$ cat config.mk
export PLATFORM = sky130hd
export DESIGN_NAME = spi_segment_receiver
export DESIGN_NICKNAME = d
export VERILOG_FILES = /design/src/rtl/spi_segment_receiver.sv
export SDC_FILE = /design/constraint.sdc
export NUM_CORES = 1
export LEC_CHECK = 0
export CAP_MARGIN = 30
export CORE_ASPECT_RATIO = 1.2
export CORE_MARGIN = 3
export CORE_UTILIZATION = 48
export DETAILED_ROUTE_END_ITERATION = 6
export PLACE_DENSITY = 0.75
export SYNTH_ARGS = -nofsm -noshare
export SYNTH_HDL_FRONTEND = slang
export SYNTH_SLANG_ARGS = --single-unit
export TNS_END_PERCENT = 1
$ cat constraint.sdc
create_clock -name clk -period 1.7 [get_ports clk]
set_input_delay 0.34 -clock clk [delete_from_list [all_inputs] [get_ports clk]]
set_output_delay 0.34 -clock clk [all_outputs]
set_load 0.01 [all_outputs]
$ cat src/rtl/spi_segment_receiver.sv
// SPI mode-0 register slave feeding the segment output stage; pins oversampled in clk, build option SPI_SEG_READBACK_EN.
// Latency: an SCLK/CS_N edge first captured at clk edge n is acted on at edge n+2 (register write + wr_strobe together).
// Backpressure: none; the external master must respect the SCLK high/low and CS_N setup/hold minimums.
module spi_segment_receiver #(
    parameter logic [7:0] ID_VALUE      = 8'hA5,
    parameter logic [7:0] BLINK_DIV_RST = 8'h10
) (
    input  logic       clk,
    input  logic       rst,
    input  logic       spi_sclk,
    input  logic       spi_cs_n,
    input  logic       spi_mosi,
    output logic       spi_miso,
    output logic [7:0] seg_pattern,
    output logic       disp_en,
    output logic       blink_en,
    output logic [7:0] blink_div,
    output logic       wr_strobe,
    output logic [1:0] wr_addr,
    output logic       frame_err
);

    typedef enum logic [1:0] {IDLE = 2'd0, ADDR = 2'd1, DATA = 2'd2, WAIT_CS = 2'd3} state_t;

    state_t     state, state_nxt;
    logic [2:0] sclk_sync, cs_sync;
    logic [1:0] mosi_sync;
    logic       sclk_rise, cs_rise, cs_fall, cs_high, mosi_bit;
    logic [2:0] bit_cnt;
    logic [6:0] shift_reg;
    logic [7:0] rx_byte;
    logic [1:0] addr;
    logic       frame_start, frame_stop, bit_shift, addr_done, data_done, abort;

    // CS_N synchroniser resets low so a frame already in progress at reset is never mistaken for a new one.
    always_ff @(posedge clk or posedge rst) begin
        if (rst) begin
            sclk_sync <= 3'b000;
            cs_sync   <= 3'b000;
            mosi_sync <= 2'b00;
        end else begin
            sclk_sync <= {sclk_sync[1:0], spi_sclk};
            cs_sync   <= {cs_sync[1:0], spi_cs_n};
            mosi_sync <= {mosi_sync[0], spi_mosi};
        end
    end

    assign sclk_rise = sclk_sync[1] & ~sclk_sync[2];
    assign cs_rise   = cs_sync[1] & ~cs_sync[2];
    assign cs_fall   = ~cs_sync[1] & cs_sync[2];
    assign cs_high   = cs_sync[1];
    assign mosi_bit  = mosi_sync[1];
    assign rx_byte   = {shift_reg, mosi_bit};

    always_ff @(posedge clk or posedge rst) begin
        if (rst) begin
            state <= WAIT_CS;
        end else begin
            state <= state_nxt;
        end
    end

    always_comb begin
        state_nxt = state;
        case (state)
            IDLE:    if (cs_fall) state_nxt = ADDR;
            ADDR:    if (cs_rise) state_nxt = IDLE;
                     else if (sclk_rise && bit_cnt == 3'd7) state_nxt = DATA;
            DATA:    if (cs_rise) state_nxt = IDLE;
            WAIT_CS: if (cs_high) state_nxt = IDLE;
            default: state_nxt = IDLE;
        endcase
    end

    always_comb begin
        frame_start = 1'b0;
        frame_stop  = 1'b0;
        bit_shift   = 1'b0;
        addr_done   = 1'b0;
        data_done   = 1'b0;
        abort       = 1'b0;
        case (state)
            IDLE: frame_start = cs_fall;
            ADDR, DATA: begin
                if (cs_rise) begin
                    frame_stop = 1'b1;
                    abort      = (bit_cnt != 3'd0);
                end else if (sclk_rise) begin
                    bit_shift = 1'b1;
                    addr_done = (state == ADDR) && (bit_cnt == 3'd7);
                    data_done = (state == DATA) && (bit_cnt == 3'd7);
                end
            end
            default: ;
        endcase
    end

    always_ff @(posedge clk or posedge rst) begin
        if (rst) begin
            bit_cnt     <= 3'd0;
            shift_reg   <= 7'd0;
            addr        <= 2'd0;
            seg_pattern <= 8'h00;
            disp_en     <= 1'b0;
            blink_en    <= 1'b0;
            blink_div   <= BLINK_DIV_RST;
            wr_strobe   <= 1'b0;
            wr_addr     <= 2'd0;
            frame_err   <= 1'b0;
        end else begin
            wr_strobe <= 1'b0;
            frame_err <= abort;
            if (frame_start || frame_stop) begin
                bit_cnt   <= 3'd0;
                shift_reg <= 7'd0;
            end else if (bit_shift) begin
                bit_cnt   <= bit_cnt + 3'd1;
                shift_reg <= rx_byte[6:0];
            end
            if (addr_done) begin
                addr <= rx_byte[1:0];
            end
            // Address 3 is the ID: not written, no strobe, but the burst pointer still advances.
            if (data_done) begin
                addr <= addr + 2'd1;
                if (addr != 2'd3) begin
                    wr_strobe <= 1'b1;
                    wr_addr   <= addr;
                end
                case (addr)
                    2'd0:    seg_pattern <= rx_byte;
                    2'd1:    {blink_en, disp_en} <= rx_byte[1:0];
                    2'd2:    blink_div <= rx_byte;
                    default: ;
                endcase
            end
        end
    end

`ifdef SPI_SEG_READBACK_EN
    logic [1:0] rd_sel;
    logic [7:0] rd_data;
    logic [7:0] tx_reg;
    logic       sclk_fall;

    assign sclk_fall = ~sclk_sync[1] & sclk_sync[2];
    assign rd_sel    = addr_done ? rx_byte[1:0] : addr + 2'd1;

    always_comb begin
        case (rd_sel)
            2'd0:    rd_data = seg_pattern;
            2'd1:    rd_data = {6'b0, blink_en, disp_en};
            2'd2:    rd_data = blink_div;
            default: rd_data = ID_VALUE;
        endcase
    end

    // The fall that follows a byte's last rise keeps the freshly loaded MSB on the pin.
    always_ff @(posedge clk or posedge rst) begin
        if (rst) begin
            tx_reg <= 8'h00;
        end else if (frame_start) begin
            tx_reg <= 8'h00;
        end else if (addr_done || data_done) begin
            tx_reg <= rd_data;
        end else if (sclk_fall && state == DATA && bit_cnt != 3'd0) begin
            tx_reg <= {tx_reg[6:0], 1'b0};
        end
    end

    assign spi_miso = (state == DATA) & tx_reg[7];
`else
    logic unused_id;
    assign unused_id = ^ID_VALUE;
    assign spi_miso  = 1'b0;
`endif

endmodule
## Word-level counts from Yosys, hierarchy flattened

Index checks and enable logic that the tools add are counted.

- Register bits after elaboration: 44
- Memory bits (writable): 0
- Memories kept: 0
- Latch bits: 0
- Bits in read-only memories: 0
- Output and inout bits: 23

- Bitwise operators: 6
- Add/subtract/negate cells: 2
- Reductions and logical operators: 15
- Eq/ne operators: 11
- Div/mod/pow operators: 0
- Mux-type cells: 28
- Multiply operators: 0
- $lt $le $gt $ge: 0
- Shift-type cells: 0

Operators by type and width:

| kind | count |
|---|---|
| $mux 1 | 16 |
| $mux 2 | 7 |
| $mux 7 | 2 |
| $ne 2x2->1 const B | 4 |
| $pmux 2 s4 | 1 |
| $reduce_and 2->1 | 4 |
| $eq 2x2->1 const B | 3 |
| $mux 3 | 2 |
| $eq 2x1->1 const B | 2 |
| $logic_not 2->1 | 2 |
| $reduce_and 4->1 | 1 |
| $reduce_bool 2->1 | 2 |
| $add 3x1->3 const B | 1 |
| $and 1x1->1 | 3 |
| $eq 3x3->1 const B | 1 |
| $logic_and 1x1->1 | 3 |
| $ne 3x3->1 const B | 1 |
| $not 1->1 | 3 |
| $reduce_bool 3->1 | 1 |
| $add 2x1->2 const B | 1 |
| $reduce_or 2->1 | 1 |
| $logic_or 1x1->1 | 1 |

## Logic depth before layout (Yosys ltp)

- Depth after elaboration: 7
- Gate-level depth with buffers: 6
- Mapped depth without buffers: 6

## Least setup slack after synthesis

Ideal clock, no wire load.

- Path type: register to register
- From: register state[0]
- To: register addr[1]
- Slack: -153 ps
- Library setup time: 121 ps
- Required time: 1,579 ps
- Buffers on the path: 0
- Stages on the path, launching flop included: 6
- Arrival time: 1,732 ps
- Path through: dfstp_2 > inv_1 > ha_1 > inv_1 > or4_1 > a22o_1

- Longest elaborated chain between the ends: 6
- Elaborated cells on any way between the ends: 13

Ends and longest elaborated chain:

| element | RTL line | source |
|---|---|---|
| start: declaration | 25 | `state_t state, state_nxt;` |
| start signal: assignment | 59 | `state <= state_nxt;` |
| $eq 2x2->1 or $eq 2x1->1 (tied branches) | 82, 91, 90 |  |
| $logic_and 1x1->1 (on tied branches) | 91, 90 |  |
| $mux 1 | 88 | `end else if (sclk_rise) begin` |
| $mux 1 | 85 | `if (cs_rise) begin` |
| $mux 1 | 82 | `case (state)` |
| $mux 2 or $reduce_bool 2->1 (tied branches) | - |  |
| end signal: assignment | 121 | `addr <= rx_byte[1:0];` |
| end signal: assignment | 125 | `addr <= addr + 2'd1;` |
| end: declaration | 32 | `logic [1:0] addr;` |

Several ways; a longest one is shown, not always the timed one.
A chain may end at the register's enable or synchronous reset.

## Worst setup path in the final report

- From: register state[1]
- To: register blink_en

- Longest elaborated chain between the ends: 6
- Elaborated cells on any way between the ends: 8

Ends and longest elaborated chain:

| element | RTL line | source |
|---|---|---|
| $eq 2x2->1 | 82, 91 |  |
| $logic_and 1x1->1 | 91 | `data_done = (state == DATA) && (bit_cnt == 3'd7);` |
| $mux 1 | 88 |  |
| $mux 1 | 85 |  |
| $mux 1 * | 82 |  |
| $reduce_and 2->1 (no source line) * | - |  |
| end signal: assignment | 132 | `2'd1: {blink_en, disp_en} <= rx_byte[1:0];` |
| end: declaration | 16 | `output logic blink_en,` |

Mark *: on every way between the ends. The rest lies on a longest branch, timed or not.

==> out/qor.csv <==
metric;value;unit
arrival;2.00;ns
fin_crit;1.825;ns
first_iter_violations;33;
dpl_worst_slack;-0.1845;ns
yosys_warnings;0;
synth_area;1883;sq um
cts.clk_slew.worst_paths;0.08;ns
hold_buffers;0;
synth-xor-area-share;0;%
status;finished with violations;
gp_congestion;0.7695;
clk_latency;0.28;ns
synthMuxAreaShare;13.69;%
dr.pass1.iters;4;
cts_buffer_depth;2;
skew;0.003285;ns
final_nets;195;
htreeDepth;2;
dr.max_layer_used;met4;
fill_cells;259;
fin_ws;-0.1248;ns
io_buffers;26;
final_common_cell;dfrtp_1;
dr_wl_met2;1805;um
synthCells;132;
met1_length;1541;um
grt_pass1_vias;1280;
yosys.area_share.simple;9.236;%
power.leakage;1.220;nW
crit_path_end_kind;flop;
slew_viol_final;0;
mostFrequentLayoutCells;dfrtp_1 (41), clkdlybuf4s50_1 (25), mux2_2 (19);
synth_seq_cells;44;
hold_depth;0;
vias;1183;
coreArea;3694;sq um
wl_met3;135;um
dp_hpwl;2518;um
power.density;985.1;nW/um^2
die-area;4713;sq um
syn_to_final_growth;32.16;%
cts_setup_buffers;0;
cp_max_fo;3;
ir_drop;0.5268;mV
crit_type;reg -> reg;
crit_family;flip-flops;
die_w;63.18;um
max_freq;0.5480;GHz
path_cells;inv_2, ha_4, nand2_4, nor3_4, buf_4, nand2_2, mux2_2;
critPathBufInv;2;
crit_path_max_incr_delay;0.57;ns
ioPinCount;28;
rows;24;
overflow;0;
rsz0062_at_grt;yes;
drv_cap;0;
cts_inserted_buffers;5;
setup_viol;23;
synthAdderAreaFrac;7.973;%
grt_start_max_net_pins;45;
crit_cells;7;
synth-compound-area-share;8.239;%
drc_errors;0;
routed_wl;3510;um
start_util;50.98;%
hold_violations;0;
synth_top_family_by_area;multiplexers;
synth.net_count;149;
cp_data_required_time;1.88;ns
routedWlPerCell;15.19;um
clock_sinks;44;
cts_tree;built;
final_core_util;67.38;%
antenna_found_initial;0;
power.total;2.452;mW
cp_slowest_cell;dfstp_2;
reg2reg_depth;7;
violations;negative setup slack;
via_per_inst;5.121;
synth_cell_types;33;
die_y;74.61;um
fin_crit_sh;107.3;%
drive_gt1_share;34.64;%
hold_class;reg -> reg;
cp-start-kind;flop;
synth-seq-area-share;58.67;%
grt_pass1_wl;6154;um
clock-root-buffer;clkbuf_8;
diodes;0;
avgSynthCellArea;14.27;sq um
antenna_left;0;
grt_usage;17.02;%
-- report_power, final --
group / switching, mW / leakage [nW] / internal, mW / total (mW)
Clock: 0.329 / 0.0552 / 0.436 / 0.765
Sequential: 0.0508 / 0.584 / 1.11 / 1.16
Combinational: 0.255 / 0.581 / 0.269 / 0.524
Total: 0.634 / 1.22 / 1.82 / 2.45
-- metal layers --
metal  vias to the layer above  GRT usage (%)
met1                       591          21.13
met4                         0          5.276
met3                         4          4.627
met2                        28          29.54
li1                        560              -
met5                         -              0
-- final cells by class --
type	instances	area (sq um)	area share (%)
multi-input combinational	79	800.8	32.18
timing repair buffer	40	380.4	15.28
tap	52	65.06	2.614
clock buffer	6	72.57	2.916
sequential	44	1105	44.39
clock inverter	2	35.03	1.408
inverter	8	30.03	1.207
-- metrics by stage --
stage | TNS, ns | instances | hold WS, ns | cell area (sq um)
after CTS | -1.712 | 231 | 0.3637 | 2475
final | -1.671 | 231 | 0.3597 | 2489
after global placement | -1.336 | 223 | 0.3374 | 2333
after global routing | -3.489 | 231 | 0.3684 | 2489
after floorplan | -0.5063 | 132 | 0.3312 | 1898
after detailed placement | -3.322 | 223 | 0.3365 | 2333
-- cells in the mapped netlist --
master | n | area [sq um]
a21oi_1 | 2 | 10.01
dfstp_2 | 3 | 78.83
a22oi_1 | 1 | 7.510
a21boi_0 | 1 | 7.510
o21ai_0 | 1 | 5.000
a32oi_1 | 1 | 8.760
dfrtp_1 | 41 | 1026
or4_1 | 1 | 7.510
a31oi_1 | 1 | 6.260
nand3b_4 | 1 | 20.02
nor2b_2 | 1 | 8.760
nor4_4 | 1 | 21.27
conb_1 | 1 | 3.750
o21a_1 | 1 | 7.510
o21bai_1 | 1 | 7.510
mux2i_1 | 1 | 10.01
nor3_4 | 1 | 16.27
buf_4 | 1 | 7.510
nor3_1 | 2 | 10.01
inv_1 | 8 | 30.03
a22o_1 | 10 | 87.58
nand2_1 | 4 | 15.01
ha_1 | 12 | 150.1
nor2b_1 | 1 | 6.260
nor2_1 | 4 | 15.01
nor4_2 | 1 | 12.51
and3b_1 | 1 | 8.760
nand2_2 | 2 | 12.51
nand2b_1 | 2 | 12.51
mux2_1 | 3 | 33.78
a21o_1 | 1 | 7.510
nand3b_1 | 1 | 7.510
mux2_2 | 19 | 214.0
-- final timing paths --
kind                         startpoint             end  slack [ns]
max reg2reg                    state[1]        blink_en       -0.12
max                            state[1]        blink_en       -0.12
max in group asynchronous           rst        state[1]        1.04
min                        mosi_sync[0]    mosi_sync[1]        0.36
min in group asynchronous           rst  seg_pattern[3]        0.41
min reg2reg                mosi_sync[0]    mosi_sync[1]        0.36
-- cells by family after synthesis --
kind of cell | Yosys count
muxes | 23
DFF | 44
AOI/OAI and AO/OA | 20
buffers and inverters | 9
and+or+nand+nor | 23
other | 1
adders and majority gates | 12
-- what timing repair did --
action / CTS / global route
gates cloned: 0 / 0
endpoints found under the setup margin: 33 / 35
pin swaps: 3 / 3
gates resized for setup: 8 / 4
(Power assumes the default switching activity.)
